### src/rtl/kbd_io_pkg.sv
// kbd_io_pkg: shared types and layout constants for the keyboard ring-buffer bridge
package kbd_io_pkg;
   typedef enum logic [2:0] {
      INIT_HEAD, INIT_TAIL, IDLE, RD_TAIL, WAIT_RD, CHECK, WR_DATA, WR_HEAD
   } state_t;
   localparam int HEAD_OFS = 0;
   localparam int TAIL_OFS = 1;
   localparam int DATA_OFS = 2;
   localparam int DROP_W   = 8;
endpackage

### src/rtl/kbd_io_bridge.sv
// kbd_io_bridge: appends PS/2 key bytes to a ring buffer in data memory via the B port
module kbd_io_bridge
   import kbd_io_pkg::*;
#(
   parameter logic [31:0] BASE_WORD = 32'h0000_0400,
   parameter int          DEPTH     = 16,
   parameter int          RD_LAT    = 1
) (
   input  logic              clk,
   input  logic              rst,
   input  logic              kbd_valid,
   input  logic [7:0]        kbd_data,
   output logic              kbd_ready,
   output logic              io_req,
   input  logic              io_gnt,
   output logic [31:0]       io_addr,
   output logic              io_wren,
   output logic [31:0]       io_wdata,
   input  logic [31:0]       io_rdata,
   output logic [DROP_W-1:0] drop_cnt
);
   localparam int HW = $clog2(DEPTH);
   localparam int CW = RD_LAT > 2 ? $clog2(RD_LAT) : 1;
   state_t state, state_nxt;
   logic [HW-1:0] head, head_inc, tail;
   logic [7:0] key;
   logic [CW-1:0] wcnt;
   logic [DROP_W-1:0] drops;
   logic full, unused_rdata;
   assign head_inc = head + 1'b1;
   assign tail = io_rdata[HW-1:0];
   assign full = head_inc == tail;
   assign unused_rdata = ^io_rdata[31:HW];
   assign drop_cnt = drops;
   always_ff @(posedge clk) begin
      if (!rst) begin
         state <= INIT_HEAD;
         head  <= '0;
         key   <= '0;
         wcnt  <= '0;
         drops <= '0;
      end else begin
         state <= state_nxt;
         wcnt  <= (state == WAIT_RD) ? wcnt + 1'b1 : '0;
         if (state == IDLE && kbd_valid) key <= kbd_data;
         if (state == WR_HEAD && io_gnt) head <= head_inc;
         if (state == CHECK && full && drops != '1) drops <= drops + 1'b1;
      end
   end
   always_comb begin
      state_nxt = state;
      kbd_ready = 1'b0;
      io_req    = 1'b0;
      io_wren   = 1'b0;
      io_addr   = '0;
      io_wdata  = '0;
      unique case (state)
         INIT_HEAD: begin
            {io_req, io_wren} = 2'b11;
            io_addr = BASE_WORD + 32'(HEAD_OFS);
            state_nxt = io_gnt ? INIT_TAIL : state;
         end
         INIT_TAIL: begin
            {io_req, io_wren} = 2'b11;
            io_addr = BASE_WORD + 32'(TAIL_OFS);
            state_nxt = io_gnt ? IDLE : state;
         end
         IDLE: begin
            kbd_ready = 1'b1;
            state_nxt = kbd_valid ? RD_TAIL : state;
         end
         RD_TAIL: begin
            io_req  = 1'b1;
            io_addr = BASE_WORD + 32'(TAIL_OFS);
            state_nxt = !io_gnt ? state : (RD_LAT == 1) ? CHECK : WAIT_RD;
         end
         WAIT_RD: state_nxt = (wcnt == CW'(RD_LAT - 2)) ? CHECK : state;
         CHECK:   state_nxt = full ? IDLE : WR_DATA;
         WR_DATA: begin
            {io_req, io_wren} = 2'b11;
            io_addr  = BASE_WORD + 32'(DATA_OFS) + 32'(head);
            io_wdata = {24'h0, key};
            state_nxt = io_gnt ? WR_HEAD : state;
         end
         WR_HEAD: begin
            {io_req, io_wren} = 2'b11;
            io_addr  = BASE_WORD + 32'(HEAD_OFS);
            io_wdata = 32'(head_inc);
            state_nxt = io_gnt ? IDLE : state;
         end
      endcase
      // while held in reset the port stays quiet even though state already reads INIT
      if (!rst) begin
         {kbd_ready, io_req, io_wren} = 3'b000;
         io_addr  = '0;
         io_wdata = '0;
      end
   end
endmodule

### config.mk
export PLATFORM = sky130hd
export DESIGN_NAME = kbd_io_bridge
export DESIGN_NICKNAME = d
export VERILOG_FILES = /design/src/rtl/kbd_io_pkg.sv /design/src/rtl/kbd_io_bridge.sv
export SDC_FILE = /design/constraint.sdc
export NUM_CORES = 1
export LEC_CHECK = 0
export CORE_MARGIN = 10
export CORE_UTILIZATION = 39
export CTS_BUF_LIST = sky130_fd_sc_hd__clkbuf_8
export CTS_CLUSTER_DIAMETER = 60
export DETAILED_ROUTE_END_ITERATION = 12
export HOLD_SLACK_MARGIN = 0.12
export PLACE_DENSITY_LB_ADDON = 0.08
export SLEW_MARGIN = 40
export SYNTH_ARGS = -nofsm -noshare
export SYNTH_HDL_FRONTEND = slang
export SYNTH_SLANG_ARGS = --single-unit
### constraint.sdc
create_clock -name clk -period 3.2 [get_ports clk]
set_clock_uncertainty 0.15 [all_clocks]
set_input_delay 0.64 -clock clk [delete_from_list [all_inputs] [get_ports clk]]
set_output_delay 0.64 -clock clk [all_outputs]
set_load 0.05 [all_outputs]
==> impl_results.md <==
* FF+latch count, synth at 24
* Reg2reg path depth at 6
* P_leak at 0.901 nW
* First-pass GRT wire length at 6460 um
* Buffers on Ports at 40
* Area Growth Syn to Fin at 30.2%
* Hold Crit Class: flip-flop to flip-flop
* Synth async-reset ratio at 0%
* Yosys Warn Count at 0
* Layout Nets at 297
* Hpwl dp at 3370 um
* Clock transition at path regs at 0.08 ns
* Wire length per cell at 13.7 um
* Initial core utilization at 39.7%
* Hold EP: wcnt
* Fillers at 434
* TritonCTS buffer count at 3
* Antenna Cells at 0
* Post-synth top flop: dfxtp_1
* EDFF count, synth at 0
* CTS HTree Levels at 1
* Via count at 1339
* Worst Setup SP: rst
* Overall routing resource usage at 10.4%
* Sink Count at 24
* Upper clock frequency limit at 371 MHz
* Cell accounting for the most synthesized area: dfxtp_1
* Kind of critical path: input pin to output port
* PostCTS Resize Cnt at 0
* Final setup viols at 0
* Worst Path Max Fanout at 4
* Root Buffer: clkbuf_8
* Max_slew headroom at 52.8%
* Period utilization at 84.3%
* Power Total at 0.000826 W
* 1st-iter DRT viols at 50
* Reg-to-reg endpoint: drop_cnt[5]
* Clock Latency Late Sink at 0.27 ns
* Vias per inst at 4.45
* CP endpoint kind: output port
* Hold path cells at 1
* Cells after Synth at 211
* Synth top area cells: dfxtp_1, buf_4, mux2i_1
* Max Buffers Root-to-Sink at 2
* Critical Path RT at 2.41 ns
* Startpoint types: input pin
* FF/Latch Area at 480 um^2
* Total congestion overflow at 0
* Hold slack final at 0.265 ns
* Min cycle time layout at 2.70 ns
* Fin. Hold Viols at 0
* IO Count at 119
* Placed Area at 0.00217 mm^2
* Vias in the first global route at 1327
* Gp weighted congestion at 0.765
* CTS tree: done
* RR Startpoint: head[0]
* Pwr/cell area at 369 mW/mm^2
* Outcome: complete, no violations
* Largest net degree at the start of global routing at 21
* Initial antenna violation count at 0
* Total Die Area at 0.00746 mm^2
* First-pass DRT Iterations at 4
* Die width at 86.4 um
* Setup tns final at 0 ns
* # Max-Cap Violations at 0
* Peak VDD IR at 0.000269 V
* Netlist cell types at 36
* WL final at 4110 um
* Final ANT Viol Nets at 0
* Worst hold start: wcnt
* DRC viols at 0
* CP max-delay cell: clkdlybuf4s50_1
* CP arrival at 1.91 ns
* Share of the synthesized area in the top cell type at 28.0%
* Fin area at 0.00224 mm^2
* # rows at 24
* Multi-input combinational cell area at 997 um^2
* RSZ-0062 raised after global routing: false
* Synthesized area per cell at 8.14 um^2
* Die Span Y at 86.4 um
* Layout cells sized above 1 at 13.3%
* Slew Viols, Final at 0
* Cell Area, Synth at 0.00172 mm^2
* Post-synthesis sequential area ratio at 28.0%
* Core area at 0.00432 mm^2
* Worst stage delay on the critical path at 0.48 ns
* R2r setup slk at 0.63 ns
* Cts hold-fix bufs at 0
* Slew of the pin with the lowest slew margin at 0.707 ns
* Crit-path cells: clkdlybuf4s50_1 > nand3_1 > a211oi_1 > buf_12
* Setup Buffers After CTS at 0
where the power goes:
part / internal [W] / switching [W]
logic: 0.0000571 / 0.000183
clock network: 0.000167 / 0.000101
registers: 0.000304 / 0.0000138
cells in the mapped netlist (2+ instances only):
| master | n |
|---|---|
| and2_1 | 5 |
| o21ai_0 | 13 |
| nand4_1 | 3 |
| or3_1 | 3 |
| or3_2 | 2 |
| a211oi_1 | 4 |
| inv_1 | 4 |
| o211a_1 | 2 |
| nor4_1 | 2 |
| xor2_1 | 5 |
| nand3_1 | 8 |
| dfxtp_1 | 24 |
| nand2_1 | 8 |
| nor2_1 | 25 |
| ha_1 | 3 |
| and3_1 | 2 |
| xor3_1 | 2 |
| mux2i_1 | 10 |
| xnor2_1 | 4 |
| clkbuf_1 | 8 |
| a21oi_1 | 9 |
| nand2b_1 | 2 |
| buf_4 | 50 |
registers in the layout, summed over array words and instances (netlist names):
register  flops
drop_cnt      8
head          4
key           8
state         3
wcnt          1
worst max-delay path: cells and delay by family:
family | cells | cell delay, ns
AND/OR/NAND/NOR | 1 | 0.15
buffers and inverters | 2 | 0.67
AO/OA/AOI/OAI | 1 | 0.43
worst max-delay path by stage:
stage / endpoint / slack [ns] / cells past startpoint
2_1_floorplan: io_wdata[0] / 0.15 / 3
5_1_grt: io_addr[0] / 0.34 / 4
6_report: io_wdata[0] / 0.50 / 4
3_5_place_dp: drop_cnt[5] / 0.41 / 6
4_1_cts: io_wdata[4] / 0.49 / 5
3_3_place_gp: drop_cnt[5] / 0.42 / 6
stage by stage:
step | setup slack, ns | instances | utilization (%)
6_report | 0.501 | 301 | 51.7
5_1_grt | 0.337 | 301 | 51.7
4_1_cts | 0.488 | 301 | 51.7
3_5_place_dp | 0.409 | 297 | 50.1
3_3_place_gp | 0.423 | 297 | 50.1
2_1_floorplan | 0.148 | 260 | -
layout make-up:
type	count	share of cell area [%]
Timing Repair Buffer	45	27.2
Multi-Input combinational cell	172	44.6
Sequential cell	24	21.5
Clock inverter	1	1.34
Tap cell	52	2.91
Clock buffer	3	1.85
Inverter	4	0.671
layer usage:
metal | part of all wire, % | GRT usage (%) | vias to the layer above
li1 | - | - | 690
met1 | 42 | 11.0 | 600
met2 | 46 | 17.6 | 47
met3 | 12 | 6.38 | 2
met4 | 0.36 | 1.33 | 0
met5 | 0 | 0 | -
cells in the final DEF (no fill, tap or decap), types with 3 or more instances in the layout:
master / count
a211oi_1: 4
a21oi_1: 9
and2_1: 5
buf_12: 17
buf_4: 5
clkbuf_8: 3
clkdlybuf4s50_1: 23
conb_1: 50
dfxtp_1: 24
ha_1: 3
inv_1: 4
mux2i_1: 10
nand2_1: 8
nand3_1: 8
nand4_1: 3
nor2_1: 25
o21ai_0: 13
or3_1: 3
xnor2_1: 4
xor2_1: 5
cells by family after synthesis:
| kind of cell | count (synthesis) | synth area share [%] |
|---|---|---|
| buffers and inverters | 64 | 25.4 |
| muxes | 11 | 6.48 |
| xor gates and xnor gates | 11 | 7.36 |
| DFF | 24 | 28.0 |
| and+or+nand+nor | 66 | 19.7 |
| adders and majority gates | 3 | 2.19 |
| other | 1 | 0.218 |
| AOI/OAI and AO/OA | 31 | 10.7 |
No activity file was read; power rests on OpenSTA's default activity.
==> variant 1: new RTL, same flow settings <==
Register the output `drop_cnt` once more, cleared by the reset; this adds one clock of latency there. The other outputs are not delayed to match.
--- a/src/rtl/kbd_io_bridge.sv
+++ b/src/rtl/kbd_io_bridge.sv
@@ -32,5 +32,11 @@
    assign full = head_inc == tail;
    assign unused_rdata = ^io_rdata[31:HW];
-   assign drop_cnt = drops;
+   always_ff @(posedge clk) begin
+      if (!rst) begin
+         drop_cnt <= '0;
+      end else begin
+         drop_cnt <= drops;
+      end
+   end
    always_ff @(posedge clk) begin
       if (!rst) begin
Check against the original RTL: not equivalent (Yosys sat finds a counterexample within 10 cycles, from zero or initial values and one cycle with rst low).
==> variant 1 against the original RTL <==
Largest cell class unchanged; sequential power increased by 35%; clock power increased by 44%; die area increased by 12%; routed wire length increased by 4.7%; sequential cell count increased by 8; non-clock buffer count decreased by 3; power increased by 32%; critical path depth increased by 1; synthesized area increased by 16%; setup slack got worse by 260 ps; design area increased by 14%; critical path type unchanged; register-to-register slack improved by 400 ps; core utilization increased by 0.68 points; largest power group unchanged; cell count increased by 11%.
==> variant 1: results (changes against the original RTL) <==
metric;value;unit;change
vias in the first global route;1472;;was 1327
Max Clk Rate;338;MHz;was 371 MHz
status;finished, final reports clean;;unchanged
reg2reg end;drops[0]$_SDFFE_PN0P_;;was drop_cnt[5]$_SDFFE_PN0P_
clock tree root buffer cell;clkbuf_8;;unchanged
Post-synth ARST share;0;;unchanged
initial antenna violation count;0;;unchanged
nets@finish;312;;was 297
1st-iter DRT viols;55;;was 50
Resized Gates After CTS;0;;unchanged
Max clock buf depth;2;;unchanged
Reg power frac;0.393;;was 0.385
Critical R2R Launch;head[0]$_SDFFE_PN0P_;;unchanged
min-delay src;wcnt$_SDFF_PN0_;;unchanged
r2r worst-path depth;6;;unchanged
DR WL/cell;12.9;um;was 13.7 um
Worst-Skew Late Latency;290;ps;was 270 ps
first-pass GRT wire length;7040;um;was 6460 um
layout cells sized above 1;0.113;;was 0.133
Max FO, Critical Path;6;;was 4
Clock Pin Slew Worst Setup and Hold Paths;70;ps;
Slew @ Worst Pin;695;ps;was 707 ps
placed inst area;2430;um^2;was 2170 um^2
Peak VDD IR;0.000287;V;was 0.000269 V
DR vias/cell;4.29;;was 4.45
# diodes;0;;unchanged
Synth top cells by count;51 x buf_4, 32 x dfxtp_1, 20 x and2_1;;was 50 x buf_4, 25 x nor2_1, 24 x dfxtp_1
cts bufs inserted;5;;was 3
Synth Warn #;0;;unchanged
sw frac;0.349;;was 0.360
top_reg_cell synth;dfxtp_1;;unchanged
reg2reg setup slack;1030;ps;was 630 ps
largest net degree at the start of global routing;37;;was 21
WL final;4310;um;was 4110 um
setup TNS;0;ps;unchanged
H-Tree Depth;2;;was 1
leak pwr;1.03;nW;was 0.901 nW
sequential-to-total area share from yosys stat;0.322;;was 0.280
Post-CTS Setup Bufs;0;;unchanged
Worst Hold Class;reg -> reg;;unchanged
total power;0.00109;W;was 0.000826 W
part of the power in the clock network;0.355;;was 0.325
WP data arrival;2170;ps;was 1910 ps
Final Wtd Congestion;0.745;;was 0.765
pre-CTS WS;241;ps;was 409 ps
worst hold endpoint;wcnt$_SDFF_PN0_;;unchanged
Area contributors post-synth;dfxtp_1 32%, buf_4 19%, and2_1 6.3%;;was dfxtp_1 28%, buf_4 22%, mux2i_1 5.8%
Post-DP HPWL;3390;um;was 3370 um
Total Routing Usage GR;0.102;;was 0.104
## variant 1: cell count changes after synthesis, moves of 3 or more
cell / change
a21boi_0: +3
a21oi_1: -3
and2_1: +15
clkbuf_1: -3
dfxtp_1: +8
nand2_1: +3
nor2_1: -17
nor2b_1: +11
nor3_1: +3
o21ai_0: -5
xnor2_1: +4
## variant 1: cells by family (layout without fill, tap and decap cells)
family,Yosys count,in the layout,share of synthesized area
XOR/XNOR,14,14,0.0773
flip-flops,32,32,0.322
buffers and inverters,62,53,0.214
AND/OR/NAND/NOR,80,80,0.241
AO/OA/AOI/OAI,23,23,0.0697
other,1,50,0.00188
adder cells (fa/ha/maj),3,3,0.0188
multiplexers,11,11,0.0553
## variant 1: worst max-delay path by stage
stage,startpoint,endpoint,cells past startpoint
global route,rst,io_addr[4],5
global placement,rst,io_addr[4],5
finish,rst,io_addr[4],5
detailed placement,rst,io_addr[4],5
floorplan,rst,io_wdata[0],3
CTS,rst,io_addr[4],5
## variant 1: through the flow
stage / hold slack [ps] / util / instances
global route: 306 / 0.524 / 333
finish: 266 / 0.524 / 333
global placement: 252 / 0.501 / 325
CTS: 267 / 0.524 / 333
detailed placement: 258 / 0.501 / 325
floorplan: 245 / - / 275
## variant 1: layout make-up
cell class              count  area, um^2
fillers                   460        2310
multi-input cells         181        1110
flip-flops and latches     32         641
repair buffers             42         586
well taps                  67        83.8
clock buffers               5        68.8
clock inverters             3        42.5
inverters                   3        11.3
## variant 1: worst max-delay path, stage by stage
cell	delay [ps]
clkdlybuf4s50_1	520
nand3_1	220
nor2_1	340
and4_1	300
buf_12	150
## variant 1: layer usage
| metal | GRT usage | routed length [um] |
|---|---|---|
| met1 | 0.115 | 1860 |
| met2 | 0.158 | 1940 |
| met3 | 0.0469 | 422 |
| met4 | 0.0509 | 82 |
| met5 | 0 | 0 |
==> variant 2: new RTL, same flow settings <==
Made on the original files. `DROP_W`: 8 -> 10.
--- a/src/rtl/kbd_io_pkg.sv
+++ b/src/rtl/kbd_io_pkg.sv
@@ -7,5 +7,5 @@
    localparam int TAIL_OFS = 1;
    localparam int DATA_OFS = 2;
-   localparam int DROP_W   = 8;
+   localparam int DROP_W   = 10;
 endpackage
 
Interface: changed (resized drop_cnt); port bits go from 119 to 121. The function was not compared with the original's and may differ.
==> variant 2 against the original RTL <==
Sequential share of layout area is 0.40 points higher; setup slack worse by 240 ps; power is 0.46% lower; critical path depth is 2 higher; synthesized area is 9.4% higher; global-route usage is 0.95 points higher; sequential cell count is 2 higher; routed wire length is 11% higher; design area is 6.4% higher.
==> variant 2: results (changes against the original RTL) <==
metric;value;unit;change
Max clock buf depth;2;;unchanged
Final Instance Count excl. Fillers;324;;was 301
Synth Warn #;0;;unchanged
Post-synth ARST share;0;;unchanged
vias in the first global route;1488;;was 1327
cts bufs inserted;3;;unchanged
top_reg_cell synth;dfxtp_1;;unchanged
DR vias/cell;4.73;;was 4.45
Synth top cells by count;52 x buf_4, 26 x dfxtp_1, 21 x nor2_1;;was 50 x buf_4, 25 x nor2_1, 24 x dfxtp_1
Worst Hold Class;reg -> reg;;unchanged
WP data arrival;2150;ps;was 1910 ps
post-synth cell types;41;;was 36
Post-CTS Setup Bufs;0;;unchanged
first-pass GRT wire length;7250;um;was 6460 um
Peak VDD IR;0.000282;V;was 0.000269 V
Total Routing Usage GR;0.113;;was 0.104
Slew @ Worst Pin;804;ps;was 707 ps
Port Buffer Count;42;;was 40
sequential-to-total area share from yosys stat;0.277;;was 0.280
Resized Gates After CTS;0;;unchanged
syn_area_per_cell;8.07;um^2;was 8.14 um^2
DR WL/cell;14.1;um;was 13.7 um
Clock Pin Slew Worst Setup and Hold Paths;90;ps;
# diodes;0;;unchanged
Filler cells;480;;was 434
status;finished, final reports clean;;unchanged
clock tree root buffer cell;clkbuf_8;;unchanged
Max FO, Critical Path;5;;was 4
Worst-Skew Late Latency;270;ps;about the same
drt pass-1 iters;4;;unchanged
reg2reg setup slack;700;ps;was 630 ps
Area contributors post-synth;dfxtp_1 28%, buf_4 21%, mux2i_1 6.4%;;was dfxtp_1 28%, buf_4 22%, mux2i_1 5.8%
initial antenna violation count;0;;unchanged
leak pwr;0.929;nW;was 0.901 nW
Min Hold Slack;281;ps;was 265 ps
max FFs per register;10;;
largest net degree at the start of global routing;23;;was 21
1st-iter DRT viols;51;;was 50
layout cells sized above 1;0.126;;was 0.133
Post-DP HPWL;3620;um;was 3370 um
Final Wtd Congestion;0.804;;was 0.765
H-Tree Depth;1;;unchanged
-- variant 2: final cells by class --
| cell class | count | area [um^2] | share of cell area |
|---|---|---|---|
| multi-input combinational | 189 | 1100 | 0.461 |
| clock buffer | 4 | 55.1 | 0.0231 |
| tap | 54 | 67.6 | 0.0284 |
| timing repair buffer | 46 | 621 | 0.261 |
| inverter | 5 | 18.8 | 0.00789 |
| sequential | 26 | 520 | 0.219 |
-- variant 2: worst paths after layout --
kind / cells past startpoint / end / start
worst min-delay path: 1 / wcnt$_SDFF_PN0_ / wcnt$_SDFF_PN0_
worst min register to register: 1 / wcnt$_SDFF_PN0_ / wcnt$_SDFF_PN0_
worst max-delay path: 6 / io_wdata[6] / rst
worst max register to register: 6 / drop_cnt[9]$_SDFFE_PN0P_ / head[0]$_SDFFE_PN0P_
-- variant 2: power breakdown --
part / internal [W] / switching, W
clock: 0.000110 / 0.000110
combinational: 0.0000602 / 0.000193
sequential: 0.000330 / 0.0000192
total: 0.000500 / 0.000322
-- variant 2: critical path, stage by stage --
cell,delay (ps)
clkdlybuf4s50_1,590
clkinv_1,190
nor4_1,200
buf_4,170
and3_1,210
buf_12,150
-- variant 2: cell families after synthesis --
kind of cell               after synthesis  share of synthesized area
xor gates and xnor gates                10                     0.0546
AOI/OAI and AO/OA                       34                      0.112
muxes                                   12                     0.0639
DFF                                     26                      0.277
and+or+nand+nor                         79                      0.224
buffers and inverters                   67                      0.240
other                                    1                    0.00200
adders and majority gates                4                     0.0266
-- variant 2: metrics by stage --
stage / utilization / cell area [um^2] / setup slack, ps
6_report: 0.507 / 2380 / 258
2_1_floorplan: - / 2070 / 109
4_1_cts: 0.507 / 2380 / 252
3_5_place_dp: 0.495 / 2320 / 277
3_3_place_gp: 0.495 / 2320 / 231
5_1_grt: 0.507 / 2380 / 166
-- variant 2: layer usage --
layer	vias to the layer above	wire, um	track usage	share of wire
met4	0	18	0.0202	0.0039
met3	2	488	0.0574	0.11
met1	700	1750	0.122	0.38
met2	44	2310	0.196	0.51
met5	-	0	0	0
li1	786	-	-	-
